File: config.mk
export PLATFORM = sky130hd
export DESIGN_NAME = vga_sync_decoder
export DESIGN_NICKNAME = d
export VERILOG_FILES = /design/src/rtl/vga_sync_decoder.sv
export SDC_FILE = /design/constraint.sdc
export NUM_CORES = 1
export LEC_CHECK = 0
export CAP_MARGIN = 20
export CORE_MARGIN = 4
export CORE_UTILIZATION = 46
export CTS_CLUSTER_SIZE = 12
export DETAILED_ROUTE_END_ITERATION = 6
export PLACE_DENSITY = 0.76
export SYNTH_ARGS = -nofsm -noshare
export SYNTH_HDL_FRONTEND = slang
export SYNTH_SLANG_ARGS = --single-unit
File: constraint.sdc
create_clock -name iCLK -period 2 [get_ports iCLK]
set_input_delay 0.3 -clock iCLK [delete_from_list [all_inputs] [get_ports iCLK]]
set_output_delay 0.3 -clock iCLK [all_outputs]
set_load 0.005 [all_outputs]
File: src/rtl/vga_sync_decoder.sv
// Recovers pixel coordinates and line/frame timing from an active-low VGA sync pair
// (same clock domain) and declares lock once consecutive frames match the expected mode.
module vga_sync_decoder #(
  parameter int EXP_H_TOTAL = 1040,
  parameter int EXP_H_SYNC  = 128,
  parameter int EXP_V_TOTAL = 666,
  parameter int EXP_V_SYNC  = 4,
  parameter int H_ACTIVE    = 800,
  parameter int V_ACTIVE    = 600,
  parameter int LOCK_FRAMES = 2
) (
  input  logic        iCLK,
  input  logic        iRST_N,
  input  logic        iH_SYNC,
  input  logic        iV_SYNC,
  output logic [10:0] oPX,
  output logic [9:0]  oPY,
  output logic        oDE,
  output logic [10:0] oH_TOTAL,
  output logic [10:0] oH_SYNC_W,
  output logic [9:0]  oV_TOTAL,
  output logic [9:0]  oV_SYNC_W,
  output logic        oLOCKED,
  output logic        oFRAME_START,
  output logic        oERR
);

  typedef enum logic {ST_UNLOCKED, ST_LOCKED} state_e;

  localparam logic [10:0] H_MAX   = 11'd2047;
  localparam logic [9:0]  V_MAX   = 10'd1023;
  localparam logic [10:0] EXP_HT  = 11'(EXP_H_TOTAL);
  localparam logic [10:0] EXP_HS  = 11'(EXP_H_SYNC);
  localparam logic [9:0]  EXP_VT  = 10'(EXP_V_TOTAL);
  localparam logic [9:0]  EXP_VS  = 10'(EXP_V_SYNC);
  localparam logic [10:0] H_ACT   = 11'(H_ACTIVE);
  localparam logic [9:0]  V_ACT   = 10'(V_ACTIVE);
  localparam logic [2:0]  LOCK_N  = 3'(LOCK_FRAMES);

  state_e      state_q, state_d;
  logic        hs_q, hs_d, vs_q, vs_d;
  logic [10:0] h_cnt_q, h_cnt_d;
  logic [9:0]  v_cnt_q, v_cnt_d;
  logic        h_seen_q, h_seen_d, v_seen_q, v_seen_d;
  logic [10:0] h_total_q, h_total_d, h_sync_w_q, h_sync_w_d;
  logic [9:0]  v_total_q, v_total_d, v_sync_w_q, v_sync_w_d;
  logic        line_bad_q, line_bad_d;
  logic [2:0]  good_cnt_q, good_cnt_d;
  logic        frame_start_q, frame_start_d, err_q, err_d;

  logic        hfall, hrise, vfall, vrise, timeout, bad_now, frame_ok;
  logic [10:0] h_meas;
  logic [9:0]  v_meas;

  always_comb begin
    hfall    = hs_q & ~iH_SYNC;
    hrise    = ~hs_q & iH_SYNC;
    vfall    = hfall & vs_q & ~iV_SYNC;
    vrise    = hfall & ~vs_q & iV_SYNC;
    h_meas   = h_cnt_q + 11'd1;
    v_meas   = v_cnt_q + 10'd1;
    // Fires only on the step into saturation, so a dead hsync reports once.
    timeout  = ~hfall & (h_cnt_q == H_MAX - 11'd1);
    bad_now  = h_seen_q & ((hfall & (h_meas != EXP_HT)) | (hrise & (h_meas != EXP_HS)));
    frame_ok = ~(line_bad_q | bad_now) & (v_meas == EXP_VT) & (v_sync_w_q == EXP_VS);

    // NOTE: every signal driven here gets a default first, so no path can infer a latch.
    hs_d          = iH_SYNC;
    vs_d          = vs_q;
    h_cnt_d       = hfall ? 11'd0 : ((h_cnt_q == H_MAX) ? H_MAX : h_meas);
    v_cnt_d       = v_cnt_q;
    h_seen_d      = h_seen_q | hfall;
    v_seen_d      = v_seen_q;
    h_total_d     = h_total_q;
    h_sync_w_d    = h_sync_w_q;
    v_total_d     = v_total_q;
    v_sync_w_d    = v_sync_w_q;
    line_bad_d    = line_bad_q | bad_now;
    good_cnt_d    = good_cnt_q;
    state_d       = state_q;
    frame_start_d = 1'b0;
    err_d         = 1'b0;

    if (hfall && h_seen_q) h_total_d  = h_meas;
    if (hrise && h_seen_q) h_sync_w_d = h_meas;

    // Vertical timing is measured in lines, so it only moves on hsync falls.
    if (hfall) begin
      vs_d = iV_SYNC;
      if (vfall) begin
        v_cnt_d       = 10'd0;
        frame_start_d = 1'b1;
        line_bad_d    = 1'b0;
        v_seen_d      = 1'b1;
        if (v_seen_q) begin
          v_total_d = v_meas;
          unique case (state_q)
            ST_UNLOCKED: begin
              if (frame_ok) begin
                good_cnt_d = good_cnt_q + 3'd1;
                if (good_cnt_d == LOCK_N) state_d = ST_LOCKED;
              end else begin
                good_cnt_d = 3'd0;
              end
            end
            ST_LOCKED: begin
              if (!frame_ok) begin
                state_d    = ST_UNLOCKED;
                good_cnt_d = 3'd0;
                err_d      = 1'b1;
              end
            end
          endcase
        end
      end else begin
        v_cnt_d = (v_cnt_q == V_MAX) ? V_MAX : v_meas;
        if (vrise) v_sync_w_d = v_meas;
      end
    end

    if (timeout) begin
      h_seen_d   = 1'b0;
      v_seen_d   = 1'b0;
      good_cnt_d = 3'd0;
      line_bad_d = 1'b0;
      state_d    = ST_UNLOCKED;
      err_d      = (state_q == ST_LOCKED);
    end
  end

  // NOTE: state registers use non-blocking assignments so every flop samples pre-edge values.
  always_ff @(posedge iCLK or negedge iRST_N) begin
    if (!iRST_N) begin
      state_q       <= ST_UNLOCKED;
      hs_q          <= 1'b1;
      vs_q          <= 1'b1;
      h_cnt_q       <= '0;
      v_cnt_q       <= '0;
      h_seen_q      <= 1'b0;
      v_seen_q      <= 1'b0;
      h_total_q     <= '0;
      h_sync_w_q    <= '0;
      v_total_q     <= '0;
      v_sync_w_q    <= '0;
      line_bad_q    <= 1'b0;
      good_cnt_q    <= '0;
      frame_start_q <= 1'b0;
      err_q         <= 1'b0;
    end else begin
      state_q       <= state_d;
      hs_q          <= hs_d;
      vs_q          <= vs_d;
      h_cnt_q       <= h_cnt_d;
      v_cnt_q       <= v_cnt_d;
      h_seen_q      <= h_seen_d;
      v_seen_q      <= v_seen_d;
      h_total_q     <= h_total_d;
      h_sync_w_q    <= h_sync_w_d;
      v_total_q     <= v_total_d;
      v_sync_w_q    <= v_sync_w_d;
      line_bad_q    <= line_bad_d;
      good_cnt_q    <= good_cnt_d;
      frame_start_q <= frame_start_d;
      err_q         <= err_d;
    end
  end

  assign oPX          = h_cnt_q;
  assign oPY          = v_cnt_q;
  assign oH_TOTAL     = h_total_q;
  assign oH_SYNC_W    = h_sync_w_q;
  assign oV_TOTAL     = v_total_q;
  assign oV_SYNC_W    = v_sync_w_q;
  assign oLOCKED      = (state_q == ST_LOCKED);
  assign oFRAME_START = frame_start_q;
  assign oERR         = err_q;
  assign oDE          = oLOCKED & (h_cnt_q < H_ACT) & (v_cnt_q < V_ACT);

endmodule

* Word level (Yosys, flattened, before mapping)
Index checks and enable logic that the tools add are counted.
Storage, ports and cells: flip-flop bits (word level) 74, input bits 4, output and inout port bits 67, word-level logic and storage cells 98
Operators by class: add/sub/neg operators 3, $lt $le $gt $ge 2, equal/unequal tests 9, multiplexer cells 34, bitwise operators 25, reduce and logical (&&, ||, !) cells 10
Operators by type and width (count):
- 11-bit equality test, second input constant | 2
- 1-bit two-way mux | 22
- 11-bit two-way mux | 2
- 10-bit equality test, second input constant | 2
- 10-bit two-way mux | 2
- 3-bit two-way mux | 6
- 1-bit AND | 14
- 11-bit by 1-bit adder with 11-bit output, second input constant | 1
- 11-bit by 10-bit less-than comparator with 1-bit output, second input constant | 1
- 11-bit != test, second input constant | 1
- 11-bit by 8-bit != test with 1-bit output, second input constant | 1
- 10-bit by 1-bit adder with 10-bit output, second input constant | 1
- 10-bit by 3-bit equality test with 1-bit output, second input constant | 1
- 10-bit less-than comparator, second input constant | 1
- 3-bit AND reduction | 3
- 1-bit NOT | 8
- 3-bit case mux with 2 select lines | 1
- 2-bit nonzero test | 3
- 4-bit AND reduction | 1
- 3-bit by 1-bit adder with 3-bit output, second input constant | 1
- 3-bit by 2-bit equality test with 1-bit output, second input constant | 1
- 3-bit != test, second input constant | 1
- 1-bit OR | 3
- 1-bit logical AND | 2
- 2 further kinds | 2

* Longest topological paths before layout
depth in word-level cells 15, depth in mapped cells 9, mapped depth without buffers 9

* Worst setup path before layout
OpenSTA, ideal clock, no wires.
path type register -> register, start reg v_cnt_q[0], in the netlist oPY[0], end reg err_q, in the netlist oERR, setup time 0.120 ns, data arrival time 1.978 ns, data required time 1.880 ns, setup slack -0.097 ns, cell stages (with the launch flop) 9, path buffers 0, clock period less this slack 2.097 ns, cell sequence dfrtp_1 -> ha_1 -> nand2_1 -> nor3_1 -> xnor2_1 -> nand3_1 -> nor4bb_1 -> nand2_1 -> and3b_1
Between the ends: longest elaborated chain between the ends 10
Ends and longest elaborated chain:
- from (decl) | RTL line 43 | logic [9:0] v_cnt_q, v_cnt_d;
- from (signal assigned) | RTL line 154 | v_cnt_q <= v_cnt_d;
- 10-bit by 1-bit adder with 10-bit output | RTL line 61 | v_meas = v_cnt_q + 10'd1;
- 10-bit equality test | RTL line 65 | frame_ok = ~(line_bad_q | bad_now) & (v_meas == EXP_VT) & (v_sync_w_q == EXP_VS);
- 1-bit AND (2 in a row) | RTL line 65
- 1-bit two-way mux | RTL line 107 | if (!frame_ok) begin
- 1-bit two-way mux | RTL line 97 | unique case (state_q)
- 1-bit two-way mux | RTL line 95 | if (v_seen_q) begin
- 1-bit two-way mux | RTL line 90 | if (vfall) begin
- 1-bit two-way mux | RTL line 88 | if (hfall) begin
- 1-bit two-way mux | RTL line 121 | if (timeout) begin
- via err_d | RTL line 49 | logic frame_start_q, frame_start_d, err_q, err_d;
- to (signal assigned) | RTL line 164 | err_q <= err_d;
- to (decl) | RTL line 49
The timed path passes the listed nets, and every way through them passes these cells. A chain may end at the register's enable or synchronous reset.

* Final worst setup path
start reg h_cnt_q[4], in the netlist oPX[4], end reg err_q, in the netlist oERR
Between the ends: longest elaborated chain between the ends 15, elaborated cells between the ends (all ways) 19, those cells by class add/sub: 1; eq/ne: 3; mux: 6; bitwise: 9
Ends and longest elaborated chain:
- from (decl) | RTL line 42 | logic [10:0] h_cnt_q, h_cnt_d;
- from (signal assigned) | RTL line 153 | h_cnt_q <= h_cnt_d;
- 11-bit by 1-bit adder with 11-bit output | RTL line 60 | h_meas = h_cnt_q + 11'd1;
- 11-bit != test / 11-bit by 8-bit != test with 1-bit output (equally long branches) | RTL line 64 | bad_now = h_seen_q & ((hfall & (h_meas != EXP_HT)) | (hrise & (h_meas != EXP_HS)));
- 1-bit AND | RTL line 64
- 1-bit OR | RTL line 64
- 1-bit AND | RTL line 64
- 1-bit OR | RTL line 65
- 1-bit NOT | RTL line 65
- 1-bit AND (2 in a row) | RTL line 65
- 1-bit two-way mux | RTL line 107
- 1-bit two-way mux | RTL line 97
- 1-bit two-way mux | RTL line 95
- 1-bit two-way mux | RTL line 90
- 1-bit two-way mux | RTL line 88
- 1-bit two-way mux * | RTL line 121
- via err_d | RTL line 49
Mark *: on every way through the listed nets, which the timed path passes. The rest lies on a longest branch.

==> results.py <==
metrics = {
    "die": {
        "coreArea_um2": 7214,
        "dieArea_um2": 8857,
        "start_util_pct": 47.28,
        "rows": 31,
        "die_y_um": 94.11,
        "ios": 71,
        "die_w_um": 94.11,
    },
    "grt": {
        "grt_usage_pct": 23.85,
        "gr-total-overflow": 0,
        "grt_max_degree": 46,
        "grt_pass1_vias": 3369,
        "grt_pass1_wl_um": 16320,
        "antenna_found_initial": 0,
    },
    "sta": {
        "skew_ns": 0.01011,
        "drv_slew": 0,
        "holdWs_ns": 0.2919,
        "slew_headroom_pct": 70.59,
        "setup_viol": 3,
        "layout_setup_ws_ns": -0.07074,
        "fmax_mhz": 482.9,
        "min_period_ns": 2.071,
        "hold_viol_final": 0,
        "worst_pin_slew_ns": 0.4379,
        "rsz0062_at_grt": "yes",
        "fin_tns_setup_ns": -0.1552,
        "fin_crit_sh_pct": 103.5,
    },
    "worst_setup_path": {
        "slowest_stage": "dfrtp_1",
        "critPathLaunchType": "flip-flop",
        "reg2reg_from": "oPX[4]",
        "path_cells": "and4_4 -> nand4_1 -> xor2_1 -> a41oi_2 -> nor4_4 -> nand2_1 -> and3b_1",
        "slowest_delay_ns": 0.42,
        "crit_path_end_kind": "flip-flop",
        "cp.required_ns": 2.24,
        "critPathKind": "flip-flop to flip-flop",
        "cp_max_fo": 5,
        "worstPathArrival_ns": 2.31,
        "crit_start": "oPX[4]",
    },
    "synthesis": {
        "syn_avg_cell_area_um2": 9.886,
        "synth-compound-area-share_pct": 15.11,
        "ys_ff_latch": 74,
        "syn_area_um2": 3411,
        "synth_top_family_by_area": "simple AND/OR/NAND/NOR gates",
        "seq_area_frac_synth_pct": 54.37,
        "yosys-top-cells-area": "dfrtp_1, nand2_1, o21ai_0",
        "yosysTopAreaCellShare_pct": 52.82,
        "synth_flop_cell": "dfrtp_1",
        "synth-async-reset-ratio_pct": 100.0,
        "synthCells": 345,
        "ys_warn_count": 0,
        "synth-simple-area-share_pct": 20.03,
        "synth_nets": 355,
        "synth_mux_area_share_pct": 0.3302,
        "synthAdderAreaFrac_pct": 2.201,
        "synth_cell_types": 48,
        "yosys.area.top_type": "dfrtp_1",
        "synth_edf_count": 0,
        "synth_xor_area_share_pct": 5.136,
    },
    "clocking": {
        "insertion_delay_ns": 0.35,
        "clock-root-buffer": "clkbuf_8",
        "cts_buffers": 9,
        "tritoncts": "yes",
        "clk_path_buf_depth": 2,
        "clk_pin_slew_ns": 0.09,
        "htreeDepth": 3,
        "cts_sinks": 74,
    },
    "placed_design": {
        "gp_congestion": 0.9037,
        "dpl_worst_slack_ns": -0.2527,
        "io_buffers": 70,
        "dpl.hpwl_um": 6838,
    },
    "route": {
        "drtPass1Iterations": 5,
        "vias": 3155,
        "routed_wl_um": 9874,
        "wl_per_cell_um": 16.43,
        "route.detailed.drc": 0,
        "ant_nets": 0,
        "viasPerCell": 5.250,
        "drt_iter0_drc": 120,
    },
    "power": {
        "combPwrFrac_pct": 32.1,
        "intPower_w": 0.003521,
        "power_density_nw_per_um2": 951.4,
        "power_switching_w": 0.001474,
        "swShare_pct": 29.51,
        "clkPwrFrac_pct": 28.9,
        "peakVddDrop_uv": 831.3,
        "leakage_nw": 2.360,
        "finalPower_w": 0.004995,
        "pwr-share-seq_pct": 39.1,
    },
    "hold_path": {
        "min_path_type": "input pin to async pin",
    },
    "finish": {
        "drive_above_1_share_pct": 28.29,
        "area_growth_syn_to_layout_pct": 53.93,
        "diodes": 0,
        "final_nets": 507,
    },
    "run_status": {
        "status": "finished with violations",
        "violations": "negative setup slack",
    },
    "job": {
        "drv_cap": 0,
    },
}
[final cells by class]
cell class,count,area (um2)
Fill cell,523,1964
Sequential cell,74,1858
Multi-Input combinational cell,246,1612
Timing Repair Buffer,158,1379
Clock buffer,9,123.9
Clock inverter,7,123.9
Tap cell,99,123.9
Inverter,8,30.03
[worst max-delay path, delay by kind of cell (launching register included)]
| family | cells | cell delay, ns |
|---|---|---|
| compound gates | 1 | 0.18 |
| flops | 1 | 0.42 |
| simple gates | 5 | 1.07 |
| xor+xnor | 1 | 0.28 |
[stage by stage]
| stage | util (%) | area (um2) | cells |
|---|---|---|---|
| 3_5_place_dp | 65.28 | 4710 | 567 |
| 4_1_cts | 71.85 | 5184 | 599 |
| 6_report | 72.77 | 5250 | 601 |
| 3_3_place_gp | 65.28 | 4710 | 567 |
| 5_1_grt | 72.77 | 5250 | 601 |
| 2_1_floorplan | - | 3418 | 345 |
[registers in the layout, summed over array words and instances (netlist names)]
register      flops
h_seen_q          1
oERR              1
oV_SYNC_W        10
hs_q              1
oFRAME_START      1
oH_SYNC_W        11
oV_TOTAL         10
oLOCKED           1
oH_TOTAL         11
oPY              10
oPX              11
line_bad_q        1
good_cnt_q        3
v_seen_q          1
vs_q              1
[final timing paths]
kind                                     end  slack, ns  cells after the start
worst max-delay path                    oERR      -0.07                      7
worst min-delay path            oH_SYNC_W[0]       0.29                      2
worst max register to register          oERR      -0.07                      7
worst min register to register          vs_q       0.48                      2
max in group asynchronous               hs_q       1.11                      3
min in group iCLK                       vs_q       0.48                      2
[power groups by stage]
| stage | clock, W | combinational, W | sequential [W] |
|---|---|---|---|
| 2_1_floorplan | 0 | 0.000435 | 0.00197 |
| 3_3_place_gp | 0 | 0.00136 | 0.00196 |
| 3_5_place_dp | 0 | 0.00139 | 0.00196 |
| 4_1_cts | 0.00146 | 0.00157 | 0.00193 |
| 5_1_grt | 0.00154 | 0.00174 | 0.00198 |
| 6_report | 0.00144 | 0.00160 | 0.00195 |
[layer usage]
metal | routed length [um] | vias up | global-route usage (%)
li1 | - | 1498 | -
met1 | 4039 | 1539 | 29.37
met2 | 5033 | 99 | 40.69
met3 | 570 | 19 | 5.929
met4 | 231 | 0 | 8.183
met5 | 0 | - | 0
[placed cells by master (no fill, tap or decap), types with 3 or more instances in the layout]
cell / count
a211oi_1: 4
a21o_1: 5
a21oi_1: 19
and2_1: 3
buf_4: 84
bufinv_16: 3
clkbuf_8: 9
clkdlybuf4s50_1: 68
dfrtp_1: 69
dfrtp_2: 3
ha_1: 3
inv_1: 8
inv_6: 3
nand2_1: 63
nand2b_1: 3
nand3_1: 8
nand3_2: 4
nand3b_1: 3
nor2_1: 12
nor2b_1: 3
nor3_1: 4
nor4_4: 3
o21ai_0: 44
xnor2_1: 9
xor2_1: 7
[cells in the mapped netlist (all sizes together), types with 4 or more instances]
cell / n
ha: 6
dfrtp: 72
nand2: 66
o21ai: 47
nor2: 12
xnor2: 11
a21o: 5
nor3: 7
nor4: 6
inv: 8
a21oi: 19
clkbuf: 14
a211oi: 5
nand3: 12
and2: 4
xor2: 9
[timing repair]
action / CTS / global route
gates resized for setup: 26 / 11
setup endpoints to repair: 9 / 11
hold endpoints to repair: 3 / 0
hold buffers: 1 / 0
pin swaps: 13 / 8
buffers inserted: 15 / 2
[kinds of logic after synthesis]
group,count (synthesis)
AO/OA/AOI/OAI,89
flip-flops,74
multiplexers,1
XOR/XNOR,20
AND/OR/NAND/NOR,130
adder cells (fa/ha/maj),6
buffers and inverters,25
No activity file was read; power rests on OpenSTA's default activity.
==> variant 1 (same settings) <==
Reset style: synchronous (`iRST_N`), changed in one clocked block.
--- a/src/rtl/vga_sync_decoder.sv
+++ b/src/rtl/vga_sync_decoder.sv
@@ -129,7 +129,7 @@
   end
 
   // NOTE: state registers use non-blocking assignments so every flop samples pre-edge values.
-  always_ff @(posedge iCLK or negedge iRST_N) begin
+  always_ff @(posedge iCLK) begin
     if (!iRST_N) begin
       state_q       <= ST_UNLOCKED;
       hs_q          <= 1'b1;
Formal check against the unedited RTL: differs if iRST_N is asserted again (counterexample within 4 cycles, from zero or initial values and one cycle with iRST_N low); with iRST_N held inactive, the same outputs for 10 cycles.
==> variant 1 against the original RTL <==
The flow still finishes with violations (setup timing); count of clock-buffer cells in the layout grew 1; sequential cell count is the same; utilization shrank 2.0 points; setup slack gained 0.052 ns; wire length shrank 5.7%; cell area shrank 6.3%; clock skew shrank 0.0025 ns; area after synthesis shrank 1.9%; highest routed layer unchanged.
Power is not compared: it rests on default switching activity, and its combinational part moved more than twofold at a synthesized area within 25%.
==> variant 1: results (changes against the original RTL) <==
* Fin Setup TNS at -0.0401 ns (+0.115 ns)
* Clk_skew at 0.00759 ns (-0.00252 ns)
* VDD IR-drop max at 514 uV
* Yosys Warn Count at 0 (unchanged)
* Post-synth cell types at 43 (-10%)
* Clock share of power at 45.2%
* Seq area share at 30.5% (-4.9 points)
* Largest net degree at the start of global routing at 42 (-8.7%)
* Inverter count at 9 (+1)
* Layout clock area frac at 5.22% (+0.50 points)
* Nets at 493 (-2.8%)
* Global routing usage on met1 at 30.4% (+1.0 points)
* Worst-Margin Slew at 0.499 ns (+0.0612 ns)
* Area after DPL at 0.00450 sq mm (-4.5%)
* Non-clk bufs at 126 (-20%)
* Async SR Flop Fraction at 0% (-100 points)
* DR iter-0 viols at 180 (+50%)
* Initial antenna violation count at 0 (unchanged)
* Routability congestion estimate at 0.905 (+0.12%)
* Worst path max stage delay at 0.46 ns (+0.04 ns)
* Drt pass-1 iters at 5 (unchanged)
* Synth top area cells: dfxtp_1 (44%), o211a_1 (12%), nand2_1 (7.3%)
* Placed wire-length estimate at 6430 um (-6.0%)
* Share of layout cells above drive strength 1 at 23.0% (-5.3 points)
* Crit path max-delay cell type: o41a_1
* Final setup viols at 3 (unchanged)
* Comb_multi_in at 263 (+6.9%)
* Seq/Total Area, Yosys at 44.3% (-10 points)
* Vias in the first global route at 2937 (-13%)
* Global-route usage over all layers at 21.5% (-2.4 points)
* Number of diodes at 0 (unchanged)
* Commonest cells in the netlist: dfxtp_1 (74), nand2_1 (65), o211a_1 (40)
* Fillers at 521 (-0.38%)
* Multi-input combinational area share at 37.8% (+7.1 points)
* Status: complete, but fails checks
* Failing checks: setup timing
* NetSw at 776 uW
* Syn nets at 381 (+7.3%)
* Global-route wire length before repair at 14500 um (-11%)
* Pre-CTS setup slack at -0.168 ns (+0.0850 ns)
* Routing usage on met3 at 3.54% (-2.4 points)
* Total number of vias at 3119 (-1.1%)
* WL final at 9310 um (-5.7%)
* Sequential cell power at 1.55 mW
* Non-clock buffering overhead at 23.4% (-2.9 points)
* Skew-Pair Late Insertion Delay at 0.36 ns
* Total CTS buffers at 9 (unchanged)
* Clk slew on worst S/H paths at 0.09 ns (about the same)
* Crit path setup slack, layout at -0.0188 ns (+0.0520 ns)
* Crit path max-delay family: compound AO/OA/AOI/OAI gates
* Synth Cell Area at 0.00335 sq mm (-1.9%)
* Worst hold path class: reg2reg
* Dominant synthesized flop cell: dfxtp_1
* Pleak at 2.30 nW
* Clk_buf instances at 10 (+1)
* Met2 global-route usage at 31.9% (-8.8 points)
[variant 1: cell types whose count changed in the layout (fill, tap and decap cells not counted), moves of 4 or more]
cell / change
buf_4: -31
nand2b_1: +4
a21o_1: +6
nor2_1: +5
dfxtp_2: +8
dfrtp_1: -69
dfxtp_1: +64
o21ai_0: -35
or3_2: +4
a21oi_2: +4
o211a_1: +40
and2_1: +5
[variant 1: cell families after synthesis]
logic type,count (synthesis),share of synthesized area (%)
multiplexers,3,0.897
buffers and inverters,34,4.30
XOR/XNOR,16,4.19
AO/OA/AOI/OAI,96,22.9
flip-flops,74,44.3
adder cells (fa/ha/maj),6,2.24
AND/OR/NAND/NOR,142,21.2
[variant 1: through the flow]
step | std cells | utilization (%)
2_1_floorplan | 371 | -
3_3_place_gp | 567 | 64.8
3_5_place_dp | 567 | 64.8
4_1_cts | 583 | 69.4
5_1_grt | 584 | 70.8
6_report | 584 | 70.8
[variant 1: timing repair]
item | 4_1_cts | 5_1_grt
endpoints found under the setup margin | 6 | 8
resized for setup | 15 | 23
buffers inserted | 0 | 1
pin swaps | 9 | 9
[variant 1: path summary, 6_finish.rpt]
kind	end	slack (ns)	cells past startpoint	from
worst min register to register	v_seen_q$_SDFFE_PP0P_	0.49	2	v_seen_q$_SDFFE_PP0P_
worst max-delay path	good_cnt_q[0]$_SDFFE_PP0P_	-0.02	8	oPX[0]$_SDFF_PP0_
worst max register to register	good_cnt_q[0]$_SDFFE_PP0P_	-0.02	8	oPX[0]$_SDFF_PP0_
worst min-delay path	v_seen_q$_SDFFE_PP0P_	0.49	2	v_seen_q$_SDFFE_PP0P_
[variant 1: routing by layer]
metal | wire length, um | vias to the layer above
met5 | 0 | -
met4 | 136 | 0
met3 | 402 | 13
met2 | 4320 | 95
met1 | 4450 | 1486
li1 | - | 1525
==> variant 2 (same flow settings) <==
Without the edit above. `EXP_V_TOTAL`: 666 -> 333.
--- a/src/rtl/vga_sync_decoder.sv
+++ b/src/rtl/vga_sync_decoder.sv
@@ -3,7 +3,7 @@
 module vga_sync_decoder #(
   parameter int EXP_H_TOTAL = 1040,
   parameter int EXP_H_SYNC  = 128,
-  parameter int EXP_V_TOTAL = 666,
+  parameter int EXP_V_TOTAL = 333,
   parameter int EXP_V_SYNC  = 4,
   parameter int H_ACTIVE    = 800,
   parameter int V_ACTIVE    = 600,
Formal check against the unedited RTL: same outputs for any inputs over 10 cycles, from zero or initial values and one cycle with iRST_N low; that may be too few to reach the edited logic, so the function may still have changed.
==> variant 2 against the original RTL <==
The flow still finishes with violations (setup timing); critical path type unchanged; area after synthesis grew 3.2%; cell count shrank 0.67%; setup slack gained 0.0084 ns; combinational power grew 11%; critical endpoint is now good_cnt_q[2]$_DFFE_PN0P_; wire length shrank 3.3%; largest power group unchanged; sequential cell count is the same; cell area shrank 0.72%; total power grew 0.71%; utilization shrank 1.7 points.
==> variant 2: results (changes against the original RTL) <==
* Placed cell count at 572 (+0.88%)
* Post-Synth XOR/XNOR Area at 3.98% (-1.2 points)
* Worst-Margin Slew at 0.427 ns (-0.0112 ns)
* Multi-input combinational area share at 32.4% (+1.7 points)
* Share of layout cells above drive strength 1 at 28.1% (-0.17 points)
* Multiplexer area fraction after synthesis at 0.960% (+0.63 points)
* Hold WS at 0.413 ns (+0.121 ns)
* Synthesized area per cell at 9.94 sq um (+0.53%)
* Comb_multi_in at 251 (+2.0%)
* Failing checks: setup timing
* Post-Synth Adder-Cell Area at 2.13% (-0.067 points)
* Non-clk bufs at 149 (-5.7%)
* Routing usage on met3 at 5.52% (-0.40 points)
* Placed wire-length estimate at 6880 um (+0.64%)
* Arr. time, crit path at 2.34 ns (+0.03 ns)
* Final setup viols at 4 (+1)
* Non-clock buffering overhead at 25.1% (-1.2 points)
* FF-to-FF End: good_cnt_q[2]$_DFFE_PN0P_
* Clk_buf instances at 11 (+2)
* Post-Syn Instances at 354 (+2.6%)
* Global-route wire length before repair at 15300 um (-6.3%)
* Status: complete, but fails checks
* Seq/Total Area, Yosys at 52.7% (-1.7 points)
* Met3 WL at 514 um (-9.8%)
* Clk_skew at 0.00898 ns (-0.00113 ns)
* Syn nets at 364 (+2.5%)
* Post-cts sizing count at 12 (-54%)
* Synth top area cells: dfrtp_1 (51%), o21ai_0 (5.7%), nand2_1 (5.0%)
* WL final at 9550 um (-3.3%)
* Vias in the first global route at 3248 (-3.6%)
* Worst path max stage delay at 0.46 ns (+0.04 ns)
* Pre-CTS setup slack at -0.247 ns (+0.00570 ns)
* Post-synth cell types at 56 (+17%)
* Final Core Density at 71.1% (-1.7 points)
* Crit path max-delay family: compound AO/OA/AOI/OAI gates
* Layout clock area frac at 3.91% (-0.81 points)
* Nets at 503 (-0.79%)
* Crit path max-delay cell type: or4_4
* Global routing usage on met1 at 27.3% (-2.1 points)
* Largest net degree at the start of global routing at 43 (-6.5%)
* Crit path setup slack, layout at -0.0624 ns (+0.00836 ns)
* Area after DPL at 0.00484 sq mm (+2.9%)
* Seq area share at 35.7% (+0.30 points)
* Met2 global-route usage at 36.7% (-4.0 points)
* Wire length on met2 at 4820 um (-4.3%)
==> variant 2: logic make-up (layout without fill, tap and decap cells) <==
family | Yosys count | count (layout)
flops | 74 | 74
compound gates | 102 | 102
xor+xnor | 16 | 16
simple gates | 124 | 124
fa+ha+maj | 6 | 6
mux | 3 | 3
buf+inv | 29 | 173
==> variant 2: how the worst max path moves through the flow <==
stage	startpoint	to	slack, ns	cells after the start
floorplan	oPX[5]$_DFF_PN0_	oERR$_DFF_PN0_	-0.06	7
finish	oPX[0]$_DFF_PN0_	good_cnt_q[2]$_DFFE_PN0P_	-0.06	8
CTS	oPX[0]$_DFF_PN0_	oERR$_DFF_PN0_	-0.07	7
global route	oPX[0]$_DFF_PN0_	good_cnt_q[1]$_DFFE_PN0P_	-0.18	7
detailed placement	iH_SYNC	oERR$_DFF_PN0_	-0.25	7
global placement	iH_SYNC	oERR$_DFF_PN0_	-0.18	7
==> variant 2: power by group <==
part / internal, mW / switching [mW]
combinational: 1.06 / 0.717
sequential: 1.79 / 0.256
clock: 0.618 / 0.588
